### src/rtl/simon_dice.sv
// Simon-says memory game: plays a growing random color sequence on four lamps,
// then checks the player's button entries against it.
module simon_dice #(
    parameter int SEQ_MAX      = 16,
    parameter int ON_CYCLES    = 8,
    parameter int OFF_CYCLES   = 4,
    parameter int BLINK_CYCLES = 8
) (
    input  logic       clk,
    input  logic       rst,
    input  logic [3:0] button,
    output logic [3:0] led
);

    localparam int LW   = $clog2(SEQ_MAX + 1);
    localparam int IW   = (SEQ_MAX > 1) ? $clog2(SEQ_MAX) : 1;
    localparam int TMAX = (ON_CYCLES > OFF_CYCLES) ?
                          ((ON_CYCLES > BLINK_CYCLES) ? ON_CYCLES : BLINK_CYCLES) :
                          ((OFF_CYCLES > BLINK_CYCLES) ? OFF_CYCLES : BLINK_CYCLES);
    localparam int TW   = (TMAX > 1) ? $clog2(TMAX) : 1;

    localparam logic [2:0] S_IDLE     = 3'd0;
    localparam logic [2:0] S_ADD      = 3'd1;
    localparam logic [2:0] S_SHOW_ON  = 3'd2;
    localparam logic [2:0] S_SHOW_OFF = 3'd3;
    localparam logic [2:0] S_WAIT_IN  = 3'd4;
    localparam logic [2:0] S_WAIT_REL = 3'd5;
    localparam logic [2:0] S_LOSE     = 3'd6;
    localparam logic [2:0] S_WIN      = 3'd7;

    logic [3:0]    r_sync1, r_sync2;
    logic          r_any_d;
    logic [15:0]   r_lfsr;
    logic [2:0]    r_state;
    logic [LW-1:0] r_len, r_idx;
    logic [TW-1:0] r_timer;
    logic          r_blink;
    logic [3:0]    r_led;
    logic [1:0]    r_entry [0:(1<<IW)-1];

    logic       w_any, w_press, w_fb;
    logic [1:0] w_cur;
    logic [3:0] w_cur_oh;
    logic       w_last, w_full, w_on_done, w_off_done, w_blink_done;

    assign w_any        = |r_sync2;
    assign w_press      = w_any & ~r_any_d;
    assign w_fb         = r_lfsr[0] ^ r_lfsr[2] ^ r_lfsr[3] ^ r_lfsr[5];
    assign w_cur        = r_entry[r_idx[IW-1:0]];
    assign w_cur_oh     = 4'b0001 << w_cur;
    assign w_last       = (r_idx + LW'(1)) == r_len;
    assign w_full       = r_len == LW'(SEQ_MAX);
    assign w_on_done    = r_timer == TW'(ON_CYCLES - 1);
    assign w_off_done   = r_timer == TW'(OFF_CYCLES - 1);
    assign w_blink_done = r_timer == TW'(BLINK_CYCLES - 1);
    assign led          = r_led;

    // Edge tracking runs in every state, so a button held across a state
    // change never registers as a fresh press.
    always_ff @(posedge clk or negedge rst) begin
        if (!rst) begin
            r_sync1 <= '0;
            r_sync2 <= '0;
            r_any_d <= 1'b0;
            r_lfsr  <= 16'hACE1;
        end else begin
            r_sync1 <= button;
            r_sync2 <= r_sync1;
            r_any_d <= w_any;
            r_lfsr  <= {w_fb, r_lfsr[15:1]};
        end
    end

    always_ff @(posedge clk) begin
        if (r_state == S_ADD)
            r_entry[r_len[IW-1:0]] <= r_lfsr[1:0];
    end

    always_ff @(posedge clk or negedge rst) begin
        if (!rst) begin
            r_state <= S_IDLE;
            r_len   <= '0;
            r_idx   <= '0;
            r_timer <= '0;
            r_blink <= 1'b0;
        end else begin
            case (r_state)
                S_IDLE: begin
                    if (w_press) begin
                        r_len   <= '0;
                        r_idx   <= '0;
                        r_state <= S_ADD;
                    end
                end
                S_ADD: begin
                    r_len   <= r_len + LW'(1);
                    r_idx   <= '0;
                    r_timer <= '0;
                    r_state <= S_SHOW_ON;
                end
                S_SHOW_ON: begin
                    if (w_on_done) begin
                        r_timer <= '0;
                        r_state <= S_SHOW_OFF;
                    end else begin
                        r_timer <= r_timer + TW'(1);
                    end
                end
                S_SHOW_OFF: begin
                    if (w_off_done) begin
                        r_timer <= '0;
                        if (w_last) begin
                            r_idx   <= '0;
                            r_state <= S_WAIT_IN;
                        end else begin
                            r_idx   <= r_idx + LW'(1);
                            r_state <= S_SHOW_ON;
                        end
                    end else begin
                        r_timer <= r_timer + TW'(1);
                    end
                end
                S_WAIT_IN: begin
                    // Blink phase is primed here since LOSE/WIN are only entered from this state
                    r_timer <= '0;
                    r_blink <= 1'b0;
                    if (w_press) begin
                        if (r_sync2 == w_cur_oh) begin
                            if (w_last)
                                r_state <= w_full ? S_WIN : S_WAIT_REL;
                            else
                                r_idx <= r_idx + LW'(1);
                        end else begin
                            r_state <= S_LOSE;
                        end
                    end
                end
                S_WAIT_REL: begin
                    if (!w_any)
                        r_state <= S_ADD;
                end
                S_LOSE, S_WIN: begin
                    if (w_press) begin
                        r_len   <= '0;
                        r_idx   <= '0;
                        r_timer <= '0;
                        r_state <= S_IDLE;
                    end else if (w_blink_done) begin
                        r_timer <= '0;
                        r_blink <= ~r_blink;
                    end else begin
                        r_timer <= r_timer + TW'(1);
                    end
                end
                default: r_state <= S_IDLE;
            endcase
        end
    end

    always_ff @(posedge clk or negedge rst) begin
        if (!rst) begin
            r_led <= '0;
        end else begin
            case (r_state)
                S_SHOW_ON:              r_led <= w_cur_oh;
                S_WAIT_IN, S_WAIT_REL:  r_led <= r_sync2;
                S_LOSE:                 r_led <= r_blink ? 4'b0000 : 4'b1111;
                S_WIN:                  r_led <= r_blink ? 4'b0101 : 4'b1010;
                default:                r_led <= 4'b0000;
            endcase
        end
    end

endmodule

### config.mk
export PLATFORM = sky130hd
export DESIGN_NAME = simon_dice
export DESIGN_NICKNAME = d
export VERILOG_FILES = /design/src/rtl/simon_dice.sv
export SDC_FILE = /design/constraint.sdc
export NUM_CORES = 1
export LEC_CHECK = 0
export BUFFER_PORTS_ARGS = -buffer_cell sky130_fd_sc_hd__buf_2
export CAP_MARGIN = 5
export CORE_MARGIN = 5
export CORE_UTILIZATION = 50
export CTS_CLUSTER_DIAMETER = 40
export DETAILED_ROUTE_END_ITERATION = 12
export PLACE_DENSITY = 0.66
export SLEW_MARGIN = 20
export SYNTH_ARGS = -nofsm -noshare
export SYNTH_HDL_FRONTEND = slang
export SYNTH_SLANG_ARGS = --single-unit
### constraint.sdc
create_clock -name clk -period 3.1 [get_ports clk]
set_clock_uncertainty 0.1 [all_clocks]
set_input_delay 0.155 -clock clk [delete_from_list [all_inputs] [get_ports clk]]
set_output_delay 0.155 -clock clk [all_outputs]
set_load 0.005 [all_outputs]
[Yosys cells after proc, flatten, opt, wreduce, memory -nomap -nowiden]
Memories as Yosys holds them, arrays and structs flattened.
Cells that the tools add are included.
Word-level totals
  flip-flop bits (word level): 46
  RAM bits: 32
  input bits: 6
  output and inout bits: 4
  memories kept: 1
Memories
  r_entry: words 16, bits a word 2, rd ports 1, clocked after memory_dff 0, write ports 1, line 39  | logic [1:0] r_entry [0:(1<<IW)-1];
Operators by class
  $add $sub $neg: 3
  equality and inequality tests: 24
  shifts and indexed selects: 1
  mux-type cells: 31
  bitwise gates (word level): 6
  reductions and logical operators: 14
Operators with widths (count)
  3-bit two-way mux: 12
  5-bit two-way mux: 6
  3-bit case mux with 7 select lines: 1
  2-bit inequality test, second input constant: 10
  5-bit case mux with 4 select lines: 1
  4-bit case mux with 4 select lines: 1
  3-bit equality test, second input constant: 5
  3-bit case mux with 4 select lines: 1
  5-bit by 1-bit adder with 5-bit output, second input constant: 2
  5-bit case mux with 2 select lines: 1
  3-bit by 2-bit equality test with 1-bit output, second input constant: 3
  4-bit two-way mux: 2
  4-bit nonzero test: 2
  7-bit AND reduction: 1
  6-bit AND reduction: 1
  2-bit OR reduction: 3
  5-bit equality test: 1
  5-bit equality test, second input constant: 1
  4-bit equality test: 1
  1-bit two-way mux: 4
  2-bit nonzero test: 2
  4-bit OR reduction: 1
  1-bit by 2-bit << shifter with 4-bit output, first input constant: 1
  3-bit by 1-bit adder with 3-bit output, second input constant: 1
  other kinds (12): 15

[Longest topological paths before layout]
  depth after elaboration: 6
  mapped depth: 10
  mapped depth without buffers: 9

[Least setup slack after synthesis]
No wires, ideal clock.
  path type: reg-to-reg
  start: register r_idx[1]
  end: register r_idx[2]
  library setup time: 0.122 ns
  arrival time: 2.389 ns
  data required time: 2.878 ns
  slack: 0.490 ns
  cell stages (with the launch flop): 11
  path buffers: 1
  clock period less this slack: 2.610 ns
  cell sequence: dfrtp_1 -> ha_1 -> and2_1 -> nand2_1 -> or3_1 -> a2111oi_4 -> or3_1 -> a21oi_2 -> or2_1 -> buf_6 -> a32o_1
On the way
  longest elaborated chain between the ends: 5
  elaborated cells on any way between the ends: 14
  classes of those cells: add/sub (1); eq/ne (4); shift (1); mux (6); reduce/logical (1); memory (1)
Ends and longest elaborated chain
  start: declaration: line 35  | logic [LW-1:0] r_len, r_idx;
  start signal: assignment: line 116  | r_idx <= r_idx + LW'(1);
  start signal: assignment: line 132  | r_idx <= r_idx + LW'(1);
  5-bit by 1-bit adder with 5-bit output or memory read 16 x 2 bit (tied branches)
  5-bit equality test, or another cell as far along: line 51  | assign w_last = (r_idx + LW'(1)) == r_len;
  5-bit two-way mux, or another cell as far along: line 112  | if (w_last) begin
  5-bit two-way mux, or another cell as far along: line 110  | if (w_off_done) begin
  5-bit case mux with 4 select lines or 6-bit AND reduction (tied branches)
Several ways; a longest one is shown, not always the timed one. The select of a mux whose other input is x is not followed.
A chain may end at the register's enable or synchronous reset.

[Final worst setup path]
  start: register r_idx[0]
  end: register r_idx[0]
Same word-level chain as after synthesis.

==> results.sh <==
export IMPL_status="complete, no violations"
export IMPL_drv_slew=0
export IMPL_grt_pass1_wl_um=11700
export IMPL_cts_buffers=9
export IMPL_hold_class="primary input to async pin"
export IMPL_setup_tns_final_ps=0
export IMPL_area_growth_pct=10.7
export IMPL_synthCells=305
export IMPL_vdd_drop_max_mv=0.364
export IMPL_cts_resized=0
export IMPL_yosysSeqAreaShare=0.580
export IMPL_multiInputGateArea_um2=1390
export IMPL_crit_path_start_kind="register"
export IMPL_ys_ff_latch=78
export IMPL_hold_worst_slack_ps=232
export IMPL_first_pass_iters=4
export IMPL_cts_tree="yes"
export IMPL_routed_wl_um=6760
export IMPL_gp_congestion=0.816
export IMPL_instances_no_fill=428
export IMPL_start_util=0.510
export IMPL_dieWidth_um=95.6
export IMPL_layout_drive_gt1_share=0.185
export IMPL_nNetsFinal=339
export IMPL_chipHeight_um=95.6
export IMPL_io_pins=10
export IMPL_htreeDepth=3
export IMPL_cts_sinks=78
export IMPL_crit_buf_inv=0
export IMPL_cts_setup_buffers=0
export IMPL_clk_pin_slew_ps=90
export IMPL_syn_avg_cell_area_um2=12.0
export IMPL_slowest_delay_ps=460
export IMPL_setup_viol=0
export IMPL_grt_start_max_net_pins=47
export IMPL_worst_path_dominant_cell_family="simple AND/OR/NAND/NOR gates"
export IMPL_syn_nets=320
export IMPL_cts_buffer_depth=2
export IMPL_fillerInstances=593
export IMPL_crit_required_ps=3280
export IMPL_cts_root_buf="clkbuf_8"
export IMPL_p_per_area_nw_per_um2=737
export IMPL_seqCellArea_um2=2120
export IMPL_first_global_vias=2320
export IMPL_slew_headroom=0.584
export IMPL_port_buffers=9
export IMPL_antenna_found_initial=0
export IMPL_critPathCaptureType="register"
export IMPL_via_per_inst=5.37
export IMPL_rsz0062_at_grt="false"
export IMPL_path_cells="ha_1 -> and2_1 -> nor2b_1 -> o311ai_1 -> a2111oi_4 -> or3_1 -> a21oi_2 -> or2_1 -> mux2i_1"
export IMPL_hpwl_um=4660
export IMPL_yosys_most_used_dff="dfrtp_1"
export IMPL_path_class="register to register"
export IMPL_drc=0
export IMPL_first_iter_violations=174
export IMPL_ant_nets=0
export IMPL_crit_fanout=5
export IMPL_p_leak_nw=1.60
export IMPL_coreArea_um2=7180
export IMPL_syn_cell_area_um2=3660
export IMPL_rows=31
export IMPL_yosysWarnings=0
export IMPL_wl_per_cell_um=15.8
export IMPL_fin_crit_sh=0.911
export IMPL_cpMaxStageDelayCell="o311ai_1"
export IMPL_drv_cap=0
export IMPL_die_area_um2=9130
export IMPL_arrival_ps=3000
export IMPL_hold_violations=0
export IMPL_vias=2298
export IMPL_max_clock_freq_mhz=354
export IMPL_diodes=0
export IMPL_place_inst=407
export IMPL_post_route_min_period_ps=2820
export IMPL_async_flop_share=0.590
export IMPL_track_usage=0.172
export IMPL_synth_enable_flop_cells=32
export IMPL_final_common_cell="dfrtp_1"
export IMPL_overflow=0
export IMPL_clk_latency_ps=360
export IMPL_tightest_slew_ps=625
export IMPL_mostFrequentLayoutCells="dfrtp_1 (38), nor2_1 (35), edfxtp_1 (32)"
export IMPL_synth_cell_types=60
==> through the flow <==
stage	utilization	instance area, um2	power, mW	setup WS [ps]
6_report	0.565	4050	2.99	276
5_1_grt	0.565	4050	3.18	40.3
2_1_floorplan	-	3660	2.02	490
3_3_place_gp	0.529	3800	2.19	385
4_1_cts	0.564	4050	3.00	265
3_5_place_dp	0.529	3800	2.21	295
==> path summary, 6_finish.rpt <==
path                                            from                     end  slack, ps  cells after the start
worst max-delay path            r_idx[0]$_DFFE_PN0P_    r_idx[0]$_DFFE_PN0P_        280                      9
worst min-delay path                             rst  r_timer[2]$_DFFE_PN0P_        230                      2
worst max register to register  r_idx[0]$_DFFE_PN0P_    r_idx[0]$_DFFE_PN0P_        280                      9
worst min register to register  r_sync1[1]$_DFF_PN0_    r_sync2[1]$_DFF_PN0_        230                      0
max in group asynchronous                        rst     r_lfsr[0]$_DFF_PN1_       2270                      2
min in group clk                r_sync1[1]$_DFF_PN0_    r_sync2[1]$_DFF_PN0_        230                      0
==> synth_stat cells (2+ instances only) <==
library cell	number	area share
a21oi_1	8	0.011
nor2b_1	3	0.0051
dfstp_2	8	0.057
or2_2	2	0.0034
nand4_1	4	0.0068
nand2_1	31	0.032
o21a_1	2	0.0041
a32o_1	3	0.0082
edfxtp_1	32	0.26
o22ai_1	2	0.0034
or3_1	2	0.0034
o31a_2	2	0.0055
ha_1	9	0.031
inv_1	11	0.011
nor3_1	9	0.012
nor2_1	35	0.036
xor2_1	5	0.012
buf_6	3	0.0092
mux4_2	2	0.012
clkbuf_1	5	0.0051
dfrtp_1	38	0.26
nand3_1	5	0.0068
o21ai_0	18	0.025
a21o_1	2	0.0041
o31ai_1	3	0.0062
a211oi_1	2	0.0041
buf_4	5	0.010
nand2b_1	8	0.014
mux4_1	4	0.029
mux2i_1	7	0.019
xnor2_1	6	0.014
==> cell families after synthesis <==
family                   Yosys count  synth area share
AO/OA/AOI/OAI                     60             0.128
flip-flops                        78             0.580
buffers and inverters             27            0.0393
XOR/XNOR                          11            0.0263
AND/OR/NAND/NOR                  107             0.136
multiplexers                      13            0.0602
adder cells (fa/ha/maj)            9            0.0308
==> power breakdown <==
group | switching [mW] | internal, mW
logic | 0.538 | 0.386
clock network | 0.382 | 0.404
registers | 0.108 | 1.17
total | 1.03 | 1.96
==> metal layers <==
metal / vias up / share of wire / track usage
li1: 1131 / - / -
met1: 1109 / 0.47 / 0.238
met2: 50 / 0.46 / 0.257
met3: 8 / 0.051 / 0.0442
met4: 0 / 0.016 / 0.0735
met5: - / 0 / 0
==> final cells by class <==
type,instances,area share
clock buffer,11,0.0358
clock inverter,5,0.0139
inverter,12,0.0111
multi-input combinational,200,0.344
sequential,78,0.524
tap,99,0.0306
timing repair buffer,23,0.0408
==> what timing repair did <==
| action | in CTS | in global routing |
|---|---|---|
| hold buffers | 5 | 0 |
| setup endpoints to repair | 0 | 0 |
| hold endpoints to repair | 42 | 0 |
==> registers in the layout (all words and copies together), names as in the netlist <==
name,flops
r_entry,32
r_lfsr,16
r_idx,5
r_len,5
led,4
r_sync1,4
r_sync2,4
r_state,3
r_timer,3
r_any_d,1
r_blink,1
No activity file was read; power rests on OpenSTA's default activity.
